<file path="config.mk">
export PLATFORM = sky130hd
export DESIGN_NAME = pingpong_sched
export DESIGN_NICKNAME = d
export VERILOG_FILES = /design/src/rtl/pingpong_sched.sv
export SDC_FILE = /design/constraint.sdc
export NUM_CORES = 1
export LEC_CHECK = 0
export CORE_UTILIZATION = 45
export CTS_CLUSTER_SIZE = 30
export DETAILED_ROUTE_END_ITERATION = 8
export GPL_ROUTABILITY_DRIVEN = 1
export GPL_TIMING_DRIVEN = 0
export PLACE_DENSITY = 0.8
export SYNTH_ARGS = -nofsm -noshare
export SYNTH_HDL_FRONTEND = slang
export SYNTH_SLANG_ARGS = --single-unit
</file>
<file path="constraint.sdc">
create_clock -name clk -period 4.77 [get_ports clk]
set_clock_uncertainty 0.15 [all_clocks]
set_input_delay 0.7155 -clock clk [delete_from_list [all_inputs] [get_ports clk]]
set_output_delay 0.7155 -clock clk [all_outputs]
set_load 0.02 [all_outputs]
</file>
<file path="src/rtl/pingpong_sched.sv">
// pingpong_sched: write/read sequencer for a two-bank ping-pong buffer built from two dual-port RAMs.
// Tracks per-bank ownership, drops whole frames when no bank is free, and aligns read strobes to RAM latency.
module pingpong_sched #(
    parameter int WR_DEPTH = 512,
    parameter int AW       = 10,
    parameter int RD_LEN   = 256,
    parameter int RAW      = 9,
    parameter int RD_LAT   = 1
) (
    input  logic           clk,
    input  logic           rst,
    input  logic           in_valid,
    input  logic           out_ready,
    output logic           wr_en,
    output logic           wr_bank,
    output logic [AW-1:0]  wr_addr,
    output logic           rd_en,
    output logic           rd_bank,
    output logic [RAW-1:0] rd_addr,
    output logic           out_valid,
    output logic           out_sel,
    output logic           out_last,
    output logic [1:0]     bank_full,
    output logic           drop,
    output logic [15:0]    drop_cnt
);
    typedef enum logic [1:0] {W_IDLE, W_ACTIVE, W_DISCARD} w_state_t;
    typedef enum logic [1:0] {R_IDLE, R_ACTIVE, R_DRAIN} r_state_t;
    localparam logic [1:0] EMPTY = 2'd0, WRITING = 2'd1, FULL = 2'd2, READING = 2'd3;

    w_state_t w_state, w_next;
    r_state_t r_state, r_next;
    logic [1:0][1:0] bank_st;
    logic wr_ptr, rd_ptr, wr_done;
    logic [1:0] drain_cnt;
    logic [RD_LAT-1:0] v_sr, s_sr, l_sr;
    logic can_write, wr_start, wr_end, rd_claim, rd_last, rd_release;

    always_ff @(posedge clk or posedge rst) begin
        if (rst) begin
            w_state <= W_IDLE;
            r_state <= R_IDLE;
        end else begin
            w_state <= w_next;
            r_state <= r_next;
        end
    end

    always_comb begin
        w_next = (w_state == W_IDLE) ? (in_valid ? (can_write ? W_ACTIVE : W_DISCARD) : W_IDLE)
                                     : (in_valid ? w_state : W_IDLE);
        r_next = rd_claim ? R_ACTIVE : rd_last ? R_DRAIN : rd_release ? R_IDLE : r_state;
    end

    // wr_en and drop are combinational from in_valid, so hold them low while reset is asserted
    always_comb begin
        can_write  = bank_st[wr_ptr] == EMPTY;
        wr_start   = w_state == W_IDLE && in_valid && !rst;
        wr_en      = (wr_start && can_write) || (w_state == W_ACTIVE && in_valid && !wr_done);
        drop       = wr_start && !can_write;
        wr_end     = w_state == W_ACTIVE && !in_valid;
        rd_claim   = r_state == R_IDLE && bank_st[rd_ptr] == FULL;
        rd_en      = r_state == R_ACTIVE && out_ready;
        rd_last    = rd_en && rd_addr == RAW'(RD_LEN - 1);
        rd_release = r_state == R_DRAIN && drain_cnt == 2'(RD_LAT - 1);
        wr_bank    = wr_ptr;
        rd_bank    = rd_ptr;
        out_valid  = v_sr[RD_LAT-1];
        out_sel    = s_sr[RD_LAT-1];
        out_last   = l_sr[RD_LAT-1];
        bank_full  = {bank_st[1][1], bank_st[0][1]};
    end

    // writer and reader never touch the same bank in the same cycle: each transition needs a distinct bank state
    always_ff @(posedge clk or posedge rst) begin
        if (rst) begin
            bank_st   <= '0;
            wr_ptr    <= 1'b0;
            rd_ptr    <= 1'b0;
            wr_addr   <= '0;
            wr_done   <= 1'b0;
            rd_addr   <= '0;
            drain_cnt <= '0;
            drop_cnt  <= '0;
            v_sr      <= '0;
            s_sr      <= '0;
            l_sr      <= '0;
        end else begin
            if (wr_en) begin
                if (wr_addr == AW'(WR_DEPTH - 1))
                    wr_done <= 1'b1;
                else
                    wr_addr <= wr_addr + 1'b1;
            end
            if (wr_start && can_write)
                bank_st[wr_ptr] <= WRITING;
            if (wr_end) begin
                bank_st[wr_ptr] <= FULL;
                wr_ptr          <= ~wr_ptr;
                wr_addr         <= '0;
                wr_done         <= 1'b0;
            end
            if (drop && drop_cnt != 16'hFFFF)
                drop_cnt <= drop_cnt + 1'b1;
            if (rd_claim) begin
                bank_st[rd_ptr] <= READING;
                rd_addr         <= '0;
            end
            if (rd_en)
                rd_addr <= rd_last ? '0 : rd_addr + 1'b1;
            drain_cnt <= (r_state == R_DRAIN && !rd_release) ? drain_cnt + 2'd1 : 2'd0;
            if (rd_release) begin
                bank_st[rd_ptr] <= EMPTY;
                rd_ptr          <= ~rd_ptr;
            end
            v_sr <= RD_LAT'({v_sr, rd_en});
            s_sr <= RD_LAT'({s_sr, rd_ptr});
            l_sr <= RD_LAT'({l_sr, rd_last});
        end
    end
endmodule

</file>
==> results_dict.tcl <==
set metrics [dict create \
    floorplan.initialDensity_pct 47.1 \
    cts.path.max_buffers 2 \
    criticalPathCategory "input port to output pin" \
    area_of_the_multi_input_gates_um2 1100 \
    clock_tree.root_cell "clkbuf_8" \
    synth_enable_flop_cells 0 \
    slack_of_the_critical_path_ns 1.03 \
    layout-drive-gt1-share_pct 6.21 \
    gr_usage_total_pct 18.0 \
    grt_pass1_vias 1766 \
    pwr_density_cell_nw_per_um2 307 \
    grt_setup_unrepaired "false" \
    drc 0 \
    net-switching-power_w 0.000272 \
    final_hold_viol_count 0 \
    worst_setup_path_start_kind "input port" \
    critical-path-slowest-cell "clkdlybuf4s50_1" \
    die_area_um2 5710 \
    die_height_um 75.6 \
    insertedDiodeCount 0 \
    holdBufCountCts 0 \
    worst_ir_drop_vdd_v 0.000186 \
    worst_setup_hold_path_clk_slew_ns 0.08 \
    final_min_period_over_clock_period_pct 78.4 \
    worst-slew-pin-transition_ns 0.950 \
    layout.cells.most_common "dfrtp_1" \
    placeableCoreArea_um2 5170 \
    post_cts.repair.setup_buffers 0 \
    timing.hold.worst.class "register to register" \
    cell_chain_of_the_critical_path "clkdlybuf4s50_1 > or4b_4 > or3_4 > inv_1 > clkdlybuf4s50_1" \
    routed_via_density 5.21 \
    yosysUniqueCellTypes 47 \
    vias 1876 \
    flow.area_growth_from_synthesis_pct 28.3 \
    totalWireLength_um 4860 \
    sw_frac_of_total_pct 28.4 \
    hpwlAfterDp_um 3450 \
    yosys.area.top_type "dfrtp_1" \
    layout.cells.most_common_list "51 x dfrtp_1, 48 x clkdlybuf4s50_1, 24 x nor2_1" \
    n_fill_cell 435 \
    port-buffer-count 48 \
    report.power.total_w 0.000957 \
    synthesis_stage_register_bit_count 51 \
    place_ws_ns 1.04 \
    cpPeakStageDelay_ns 0.60 \
    first_pass_iters 4 \
    drt-initial-drc-count 61 \
    finalSetupTns_ns 0 \
    die_width_um 75.6 \
    worstHoldPathCells 1 \
    clock_sinks 51 \
    tritoncts "done" \
    globalplace.congestion 0.750 \
    sequential_power_share_pct 53.3 \
    htree_levels 2 \
    most_used_dff_post_synth "dfrtp_1" \
    async_flop_share_pct 100 \
    p_clk_share_pct 28.0 \
    cts.repair.resized 0 \
    total_cts_buffers 5 \
    worstPathArrival_ns 2.87 \
    post-synth-top-area-fraction_pct 52.4 \
    seqCellArea_um2 1280 \
    grt_antenna_before_repair 0 \
    worstSkewPairLatency_ns 0.29 \
    reg2regPathDepth 6 \
    syn_nets 241 \
    netlist_area_um2 2430 \
    synth-seq-area-share_pct 52.4 \
    ys_top_cells_by_area "dfrtp_1 52%, xnor2_1 7.2%, nor2_1 3.7%, nand2_1 3.2%, nand4_1 2.6%" \
    synth_cells 233 \
    synth_warnings 0 \
    period_minus_slack_ns 3.74 \
    postRouteAntennaNets 0 \
    drv_slew 0 \
    timing.fmax_ghz 0.267 \
    drv_cap 0 \
    power.internal_w 0.000686 \
    critical-path-top-cell-by-count "clkdlybuf4s50_1" \
    overflow 0 \
    worstSetupEndpointType "output pin" \
    avg_synthesized_cell_area_um2 10.4 \
    run_status "completed" \
    io-pin-count 49 \
    combPwrFrac_pct 18.7 \
    crit_fanout 7 \
    grt_start_max_net_pins 41 \
    required_time_at_the_worst_slack_endpoint_ns 3.90 \
    grt_pass1_wl_um 7870 \
    leakagePower_nw 1.35 \
    detail_route.wl_per_cell_um 13.5 \
    fin_nets 297 \
    floorplan.rows 26 \
    slew_headroom_pct 36.5 \
    setup_viol 0 \
]
state kept, by name, summed over array words and instances (netlist names), 2 cells and up:
name / flops
wr_addr: 10
rd_addr: 9
bank_full: 2
bank_st: 2
drop_cnt: 16
r_state: 2
drain_cnt: 2
w_state: 2
final timing paths:
check                                       startpoint                endpoint  slack (ns)
worst min register to register  drain_cnt[0]$_DFF_PP0_  drain_cnt[0]$_DFF_PP0_        0.28
worst max register to register     wr_bank$_DFFE_PP0N_  wr_addr[4]$_DFFE_PP0P_        2.44
worst min-delay path            drain_cnt[0]$_DFF_PP0_  drain_cnt[0]$_DFF_PP0_        0.28
worst max-delay path                          in_valid                    drop        1.03
min in group asynchronous                          rst  wr_addr[9]$_DFFE_PP0P_        0.62
max in group asynchronous                          rst     rd_bank$_DFFE_PP0P_        3.35
synthesized netlist by cell type, drive strengths merged (3+ instances only):
library cell and number:
a211oi 3, a21oi 12, and3 5, buf 3
clkbuf 3, dfrtp 51, ha 4, inv 8
mux2i 4, nand2 21, nand3 9, nand3b 3
nand4 10, nor2 24, nor2b 3, nor3 5
nor3b 3, o21ai 9, xnor2 20, xor2 3
cell families (layout without fill, tap and decap cells):
kind of cell               after synthesis  count (layout)  share of synthesized area, %
muxes                                    6               6                          2.57
adders and majority gates                4               4                          2.06
AOI/OAI and AO/OA                       36              36                          9.82
DFF                                     51              51                          52.4
buffers and inverters                   14              71                          2.52
xor gates and xnor gates                23              23                          8.27
and+or+nand+nor                         99              99                          22.4
final cells by class:
type	count	area share, %
inverter	8	0.962
multi-input combinational	168	35.1
timing repair buffer	49	16.0
sequential	51	40.9
clock buffer	8	3.21
buffer	6	1.00
tap	70	2.80
per-layer routing:
metal	GRT usage (%)	vias up	wire, um
met5	0	-	0
met2	29.0	37	2380
met1	24.5	909	2280
met4	6.38	0	30
li1	-	928	-
met3	3.44	2	160
power by group through the flow:
stage	registers, W	clock network [W]	logic (W)
2_1_floorplan	0.000549	0	0.0000591
3_3_place_gp	0.000516	0	0.000175
3_5_place_dp	0.000518	0	0.000182
4_1_cts	0.000510	0.000274	0.000182
5_1_grt	0.000515	0.000294	0.000194
6_report	0.000511	0.000268	0.000179
worst max-delay path, delay by kind of cell:
kind          cells  cell delay [ns]
buf+inv           3             1.26
simple gates      2             0.90
metrics by stage:
step | std cells | hold WS, ns | util, % | instance area, um2
2_1_floorplan | 233 | 0.259 | - | 2430
3_3_place_gp | 351 | 0.270 | 58.1 | 3000
3_5_place_dp | 352 | 0.272 | 58.4 | 3020
4_1_cts | 360 | 0.287 | 60.4 | 3120
5_1_grt | 360 | 0.325 | 60.4 | 3120
6_report | 360 | 0.282 | 60.4 | 3120
(Power assumes the default switching activity.)
==> RTL change, RTL diff (config.mk and constraints unchanged) <==
`AW`: 10 -> 9.
--- a/src/rtl/pingpong_sched.sv
+++ b/src/rtl/pingpong_sched.sv
@@ -3,5 +3,5 @@
 module pingpong_sched #(
     parameter int WR_DEPTH = 512,
-    parameter int AW       = 10,
+    parameter int AW       = 9,
     parameter int RD_LEN   = 256,
     parameter int RAW      = 9,
Ports: changed (resized wr_addr); port bits go from 49 to 48. The function was not compared with the original's and may differ.
==> RTL change against the original RTL <==
Wire length up 7.3%. Hold slack worse by 4.9 ps. Cell area up 2.7%. Sequential share of layout area down 1.8 points. Core utilization up 0.47 points. Setup slack worse by 270 ps. Area after synthesis up 4.1%. Cell count up 4.4%. Die area up 4.0%. Register-to-register slack worse by 100 ps. Sequential cell count down 1. Critical path type unchanged.
Power is not compared: it rests on default switching activity, and its combinational part moved more than twofold at a synthesized area within 25%.
==> RTL change: results (changes against the original RTL) <==
Global route:
- The via count of the first global-routing pass is 1,881 (+6.5%).
- The aggregate global-route resource usage is 18.69% (+0.67 points).
- The routing usage on met3 is 3.929% (+0.49 points).
- The global-route wire length before repair is 8783 um (+12%).
- The met2 usage came to 28.93% (-0.040 points).
- The largest net degree at the start of global routing is 28 (-32%).
- The global-route track usage on met1 is 25.56% (+1.1 points).

Clock network:
- The number of buffers inserted during clock tree synthesis is 5 (unchanged).
- The number of H-tree levels is 2 (unchanged).
- The clock transition time at the flip-flop clock pins of the worst setup and hold paths was 100 ps (+20 ps).
- The worst-skew pair later-pin latency is 310 ps (+20 ps).
- The post-cts sizing count is 0 (unchanged).
- The total setup buffers inserted after CTS was 0 (unchanged).

Power and ir drop:
- Summed over all cells, the static leakage comes to 0.001285 uW.

Finish:
- The final layout net count came to 314 (+5.7%).
- The antenna diode count is 0 (unchanged).
- The largest registers in the layout are drop_cnt x16, rd_addr x9, wr_addr x9.
- The proportion of layout cells with a drive suffix above 1 is 7.516% (+1.3 points).

Worst setup path:
- The largest stage delay on the critical path is 730 ps (+130 ps).
- The arrival time of the worst setup path is 3150 ps (+280 ps).
- The highest fanout seen on the critical path came to 10 (+3).
- In this design, the largest share of critical-path delay is due to buffers and inverters.

Synthesis:
- The net count of the mapped netlist was 259 (+7.5%).
- The count of unique library cells instantiated by Yosys is 51 (+8.5%).
- The fraction of registers with async set or reset after synthesis is 100.0% (unchanged).
- The proportion of synthesized chip area in sequential cells was 49.36% (-3.1 points).
- By count the netlist is led by 50 x sky130_fd_sc_hd__dfrtp_1, 24 x sky130_fd_sc_hd__nand2_1, 16 x sky130_fd_sc_hd__a21oi_1.
- Ranked by total cell area, the synthesized netlist is headed by sky130_fd_sc_hd__dfrtp_1 49%, sky130_fd_sc_hd__xnor2_1 5.2%, sky130_fd_sc_hd__nand2_1 3.6%.

Place:
- The instance area after placement is 3113 um2 (+3.0%).
- The post-DP HPWL came to 3749 um (+8.7%).
- The weighted congestion reported at the end of routability-driven placement is 0.8095 (+7.9%).
- The post-place setup slack came to 806.6 ps (-234.7 ps).
- The total of buffers placed on input and output ports is 47 (-2.1%).

Routing:
- The iteration count of the initial detailed-routing pass was 4 (unchanged).
- The initial detailed-routing violation count is 102 (+67%).
- The total routed wirelength is 5212 um (+7.3%).
- The ratio of routed vias to standard cells is 5.543 (+6.4%).

Run status:
- The flow ran to the end, and the final reports show no timing, DRC or antenna violations.

STA:
- The transition at the pin with the smallest max-transition slack is 1002 ps (+51.77 ps).

Min path:
- The path class of the tightest hold or removal check is flip-flop to flip-flop.
## RTL change: cell types whose count changed after synthesis, sizes merged, moves of 3 or more
cell / before / now
a21oi: 12 / 16
clkbuf: 3 / 6
nand2: 21 / 24
nand4: 10 / 7
nor2: 24 / 11
nor2b: 3 / 0
nor3: 5 / 10
o211ai: 1 / 12
xnor2: 20 / 15
## RTL change: worst paths after layout
kind                          start          end  slack, ps  depth (start not counted)
setup / recovery           in_valid         drop        760                          5
hold / removal              rd_bank      out_sel        280                          0
setup reg to reg            rd_bank   rd_addr[0]       2340                          5
hold reg to reg             rd_bank      out_sel        280                          0
max in group asynchronous       rst  drop_cnt[3]       3290                          3
min in group asynchronous       rst      wr_done        670                          2
## RTL change: worst register-to-register path, delay by kind of cell (launching register included)
kind / cells / cell delay, ps
DFF: 1 / 410
and+or+nand+nor: 2 / 650
muxes: 1 / 300
buffers and inverters: 1 / 190
AOI/OAI and AO/OA: 1 / 630
## RTL change: routing by layer
| layer | wire length (um) | vias to the layer above |
|---|---|---|
| met3 | 226 | 7 |
| met2 | 2449 | 62 |
| met4 | 80 | 0 |
| met5 | 0 | - |
| met1 | 2456 | 986 |
| li1 | - | 1029 |
## RTL change: power breakdown
| group | internal, uW | leakage, uW | switching (uW) |
|---|---|---|---|
| Clock | 106 | 0.0000447 | 150 |
| Combinational | 227 | 0.000594 | 240 |
| Sequential | 504 | 0.000646 | 104 |
| Total | 837 | 0.00128 | 494 |
## RTL change: stage by stage
| step | utilization [%] | cells | hold WS, ps | power [uW] |
|---|---|---|---|---|
| floorplan | - | 250 | 258.9 | 884.4 |
| global route | 60.85 | 376 | 298.6 | 1408 |
| CTS | 60.85 | 376 | 279.1 | 1342 |
| detailed placement | 59.07 | 368 | 256.9 | 1082 |
| finish | 60.85 | 376 | 276.9 | 1331 |
| global placement | 58.69 | 367 | 266.1 | 1069 |
## RTL change: logic make-up after synthesis
kind of cell | synth area share, %
fa+ha+maj | 2.468
simple gates | 21.62
compound gates | 15.01
flops | 49.36
buf+inv | 2.862
mux | 2.468
xor+xnor | 6.219
## RTL change: layout make-up
cell class                      count  area, um2
Fill cell                         449       2063
Sequential cell                    50       1251
Multi-Input combinational cell    183       1211
Timing Repair Buffer               48      490.5
Tap cell                           70      87.58
Clock buffer                        5      68.82
Buffer                              8      38.79
Inverter                            9      33.78
Clock inverter                      3      25.02
